## src/rtl/esc_array.sv

```systemverilog
// N-channel frame-synchronous ESC pulse generator with arming, motors_off override and shadowed speeds.
// Optional build macro ESC_SLEW_EN: rate-limit upward/downward speed changes to SLEW_STEP per frame.
module esc_array #(
  parameter int NUM_MOTORS = 4,
  parameter int SPD_W      = 11,
  parameter int PERIOD     = 125000,
  parameter int PERIOD_W   = 17,
  parameter int OFF_PULSE  = 50000,
  parameter int SCALE_SH   = 4,
  parameter int ARM_FRAMES = 8,
  parameter int SLEW_STEP  = 64
) (
  input  logic                        clk,
  input  logic                        rst,
  input  logic [NUM_MOTORS*SPD_W-1:0] spd,
  input  logic                        motors_off,
  input  logic                        arm,
  input  logic                        disarm,
  output logic [NUM_MOTORS-1:0]       pwm,
  output logic                        armed,
  output logic                        frame_strt
);

  localparam int AF_W = $clog2(ARM_FRAMES + 1);

  // The widest possible pulse must still leave a low gap inside the frame.
  if ((longint'(OFF_PULSE) + (((longint'(1) << SPD_W) - 1) << SCALE_SH)) >= longint'(PERIOD)) begin : g_bad_width
    $error("esc_array: OFF_PULSE + (max speed << SCALE_SH) must be below PERIOD");
  end
  if ((longint'(1) << PERIOD_W) < longint'(PERIOD)) begin : g_bad_cnt
    $error("esc_array: PERIOD_W too narrow for PERIOD");
  end
  if (ARM_FRAMES < 1 || SLEW_STEP < 1) begin : g_bad_cfg
    $error("esc_array: ARM_FRAMES and SLEW_STEP must be at least 1");
  end

  typedef enum logic [1:0] {DISARMED, ARMING, ARMED} state_t;

  state_t                      state_reg;
  logic [PERIOD_W-1:0]         cnt_reg;
  logic [AF_W-1:0]             arm_cnt_reg;
  logic                        dis_pend_reg;
  logic [NUM_MOTORS*SPD_W-1:0] app_reg;
  logic [NUM_MOTORS*SPD_W-1:0] app_next;
  logic [NUM_MOTORS-1:0]       pwm_next;

  logic bnd;
  logic go_dis;
  logic force_zero;

  assign bnd        = (cnt_reg == PERIOD_W'(PERIOD - 1));
  assign go_dis     = (state_reg != DISARMED) && (dis_pend_reg || disarm);
  // A channel that will not be armed next frame is parked at zero with no slew.
  assign force_zero = motors_off || (state_reg != ARMED) || go_dis;

  for (genvar gi = 0; gi < NUM_MOTORS; gi++) begin : g_ch
    logic [SPD_W-1:0]    tgt;
    logic [SPD_W-1:0]    cur;
    logic [SPD_W-1:0]    step_val;
    logic [PERIOD_W-1:0] pw;

    assign tgt = spd[gi*SPD_W +: SPD_W];
    assign cur = app_reg[gi*SPD_W +: SPD_W];

`ifdef ESC_SLEW_EN
    logic             up;
    logic [SPD_W-1:0] diff;
    assign up       = (tgt > cur);
    assign diff     = up ? (tgt - cur) : (cur - tgt);
    assign step_val = (int'(diff) <= SLEW_STEP) ? tgt :
                      up ? (cur + SPD_W'(SLEW_STEP)) : (cur - SPD_W'(SLEW_STEP));
`else
    assign step_val = tgt;
`endif

    assign app_next[gi*SPD_W +: SPD_W] = force_zero ? '0 : step_val;
    assign pw           = PERIOD_W'(OFF_PULSE) + (PERIOD_W'(cur) << SCALE_SH);
    assign pwm_next[gi] = (cnt_reg < pw) && (state_reg != DISARMED);
  end

  always_ff @(posedge clk) begin
    if (rst) begin
      cnt_reg      <= '0;
      state_reg    <= DISARMED;
      arm_cnt_reg  <= '0;
      dis_pend_reg <= 1'b0;
      app_reg      <= '0;
      pwm          <= '0;
      armed        <= 1'b0;
      frame_strt   <= 1'b0;
    end else begin
      cnt_reg    <= bnd ? '0 : cnt_reg + 1'b1;
      pwm        <= pwm_next;
      frame_strt <= (cnt_reg == '0);
      if (bnd) begin
        app_reg <= app_next;
      end

      case (state_reg)
        DISARMED: begin
          if (arm && !disarm) begin
            state_reg   <= ARMING;
            arm_cnt_reg <= '0;
          end
        end
        ARMING, ARMED: begin
          // Disarm is deferred to the frame boundary so no pulse is cut short.
          if (bnd && go_dis) begin
            state_reg    <= DISARMED;
            dis_pend_reg <= 1'b0;
            armed        <= 1'b0;
          end else begin
            if (disarm) begin
              dis_pend_reg <= 1'b1;
            end
            if (state_reg == ARMING && bnd) begin
              if (arm_cnt_reg == AF_W'(ARM_FRAMES - 1)) begin
                state_reg <= ARMED;
                armed     <= 1'b1;
              end else begin
                arm_cnt_reg <= arm_cnt_reg + 1'b1;
              end
            end
          end
        end
        default: begin
          state_reg <= DISARMED;
          armed     <= 1'b0;
        end
      endcase
    end
  end

endmodule

```

## config.mk

```make
export PLATFORM = sky130hd
export DESIGN_NAME = esc_array
export DESIGN_NICKNAME = d
export VERILOG_FILES = /design/src/rtl/esc_array.sv
export SDC_FILE = /design/constraint.sdc
export NUM_CORES = 1
export LEC_CHECK = 0
export BUFFER_PORTS_ARGS = -buffer_cell sky130_fd_sc_hd__buf_4
export CAP_MARGIN = 20
export CELL_PAD_IN_SITES_DETAIL_PLACEMENT = 1
export CELL_PAD_IN_SITES_GLOBAL_PLACEMENT = 1
export CORE_ASPECT_RATIO = 0.7
export CORE_MARGIN = 4
export CORE_UTILIZATION = 48
export CTS_CLUSTER_SIZE = 40
export DETAILED_ROUTE_END_ITERATION = 8
export HOLD_SLACK_MARGIN = 0.12
export PLACE_DENSITY = 0.89
export SYNTH_ARGS = -nofsm -noshare
export SYNTH_HDL_FRONTEND = slang
export SYNTH_SLANG_ARGS = --single-unit
```

## constraint.sdc

```tcl
create_clock -name clk -period 3.31 [get_ports clk]
set_input_delay 0.1655 -clock clk [delete_from_list [all_inputs] [get_ports clk]]
set_output_delay 0.1655 -clock clk [all_outputs]
set_load 0.005 [all_outputs]
```

==> metrics.yaml <==
post-route-min-period_ps: 2640
seq_area_frac_synth_pct: 33.8
final-max-slew-violation-count: 0
cts_root_buffer: "clkbuf_16"
wirelength_um: 14200
die_h_um: 88.0
vdd_drop_max_uv: 329
slew_headroom_pct: 60.2
worstMarginPinSlew_ps: 591
synthFlopType: "dfxtp_1"
setup_viol: 0
start_util_pct: 50.5
cts_sinks: 74
htreeDepth: 3
routedWlPerCell_um: 20.2
grt_first_pass_wirelength_um: 22900
drv_cap: 0
fin_crit_sh_pct: 79.9
cp-start-kind: "register"
placementRows: 28
cts_resized: 0
grt_max_degree: 45
yosysWarnings: 0
critPathKind: "reg -> reg"
post-place-ws_ps: 821
cp_cell_sequence: "ha_1 > o21ai_0 > nand2_1 > nand3_1 > xor2_1 > ha_1 > nand3_1 > a211oi_1 > o31ai_1 > nand2b_1 > a41oi_1"
syn-num-nets: 584
syn_avg_cell_area_um2: 9.23
diodes: 0
coreArea_um2: 8690
layout-drive-gt1-share_pct: 13.4
grt_pass1_vias: 4442
skew_ps: 8.99
layout.nets: 687
min_path_type: "in -> reg"
synth_seq_cells: 74
filler_cell_count: 997
dieArea_um2: 10800
yosysTopAreaCell: "dfxtp_1"
via_per_inst: 5.95
cts_buffer_depth: 2
tns_ps: 0
area_growth_pct: 29.8
crit_path_max_incr_delay_ps: 490
cts_tree: "yes"
insertion_delay_ps: 350
place_congestion: 0.863
numCtsBuffers: 9
largest_reg_flops: 44
ant_nets: 0
final.setup.worst_slack_ps: 665
cellPowerDensity_nw_per_um2: 390
slowest_stage: "o21ai_0"
drc_errors: 0
io_pins: 55
cts_setup_buffers: 0
hold_viol_final: 0
gr-total-overflow: 0
via_count: 4180
synthCells: 475
drt_pass1_iterations: 5
synth_edf_count: 0
synth_area_um2: 4390
critPathCaptureType: "register"
antenna_found_initial: 0
clock.fmax_mhz: 378
status: "complete, no violations"
arrival_ps: 2910
yosys.cell_count.top_type: "dfxtp_1"
crit_required_ps: 3570
path_clk_slew_ps: 60
die_x_um: 122
path_max_fanout: 4
grt_use_total_pct: 27.4
portBuffers: 54
ys_top_cells_by_count: "dfxtp_1 (74), ha_1 (60), a22o_1 (44), nor2_1 (41), xor2_1 (27)"
first_iter_violations: 213
p_leak_nw: 2.51
ys_async_sr_fraction_pct: 0
power.total_mw: 2.22
synthTopCellsByArea: "dfxtp_1 (34%), ha_1 (17%), a22o_1 (8.8%)"
rsz0062_at_grt: "false"
synth_top_area_share_pct: 33.8
dpl.hpwl_um: 9080
synth_cell_types: 42
metal layers:
layer | vias to the layer above | part of all wire, % | track usage [%]
li1 | 1959 | - | -
met1 | 2059 | 43 | 32.6
met2 | 129 | 49 | 48.6
met3 | 33 | 5.2 | 6.46
met4 | 0 | 2.4 | 9.86
met5 | - | 0 | 0
layout by cell type, fill, tap and decap left out, types with 4 or more instances in the layout:
master / Yosys / routed
nor3_1: 9 / 9
a22o_1: 44 / 44
xor2_1: 27 / 27
xnor2_1: 20 / 20
o21bai_1: 5 / 5
o211ai_1: 8 / 8
nand4_1: 12 / 12
nand2b_1: 5 / 5
dlygate4sd3_1: 0 / 46
o21ai_0: 11 / 11
o22ai_1: 4 / 4
o31ai_1: 5 / 5
inv_1: 22 / 22
clkbuf_16: 0 / 9
o21a_1: 5 / 5
a41oi_1: 4 / 4
and4_1: 4 / 4
nand2_1: 18 / 18
nor2_1: 41 / 40
a211oi_1: 10 / 10
buf_4: 0 / 59
nor2b_1: 8 / 8
a21oi_1: 25 / 25
dfxtp_1: 74 / 74
nand3_1: 18 / 18
ha_1: 60 / 60
repair_timing:
item | in CTS | in global routing
endpoints found under the hold margin | 47 | 0
setup endpoints to repair | 0 | 0
hold buffers | 46 | 0
critical path: cells and delay by family, from the launching register on:
| kind | cells | cell delay (ps) |
|---|---|---|
| compound gates | 4 | 1020 |
| fa+ha+maj | 2 | 510 |
| simple gates | 4 | 510 |
| flops | 1 | 340 |
| xor+xnor | 1 | 180 |
path summary, 6_finish.rpt:
check | startpoint | end | slack, ps | cells after the start
hold reg to reg | cnt_reg[0] | cnt_reg[0] | 470 | 1
setup reg to reg | app_reg[33] | pwm[3] | 670 | 11
hold / removal | arm | arm_cnt_reg[1] | 390 | 5
setup / recovery | app_reg[33] | pwm[3] | 670 | 11
final cells by class:
class                      instances  area (um2)  area share (%)
clock inverter                     2        35.0           0.616
clock buffer                      13         270            4.75
tap                              120         150            2.64
inverter                          22        82.6            1.45
timing repair buffer             105         903            15.9
multi-input combinational        366        2770            48.6
sequential                        74        1480            26.0
where the power goes:
group | internal (mW) | switching [mW] | total [mW]
clock | 0.640 | 0.382 | 1.02
combinational | 0.130 | 0.132 | 0.262
sequential | 0.915 | 0.0183 | 0.933
total | 1.69 | 0.532 | 2.22
logic make-up (layout without fill, tap and decap cells):
kind of cell / Yosys count / in the layout / share of synthesized area, %
flops: 74 / 74 / 33.8
compound gates: 128 / 128 / 21.2
xor+xnor: 47 / 47 / 9.39
fa+ha+maj: 60 / 60 / 17.1
mux: 1 / 1 / 0.228
simple gates: 130 / 130 / 15.1
buf+inv: 35 / 142 / 3.17
through the flow:
step | util [%] | hold slack (ps) | instance area (um2) | cells
3_5_place_dp | 56.7 | 379 | 4920 | 641
5_1_grt | 65.5 | 441 | 5690 | 702
2_1_floorplan | - | 291 | 4390 | 475
4_1_cts | 65.5 | 356 | 5690 | 702
3_3_place_gp | 56.7 | 375 | 4920 | 641
6_report | 65.5 | 386 | 5690 | 702
No activity file was read; power rests on OpenSTA's default activity.
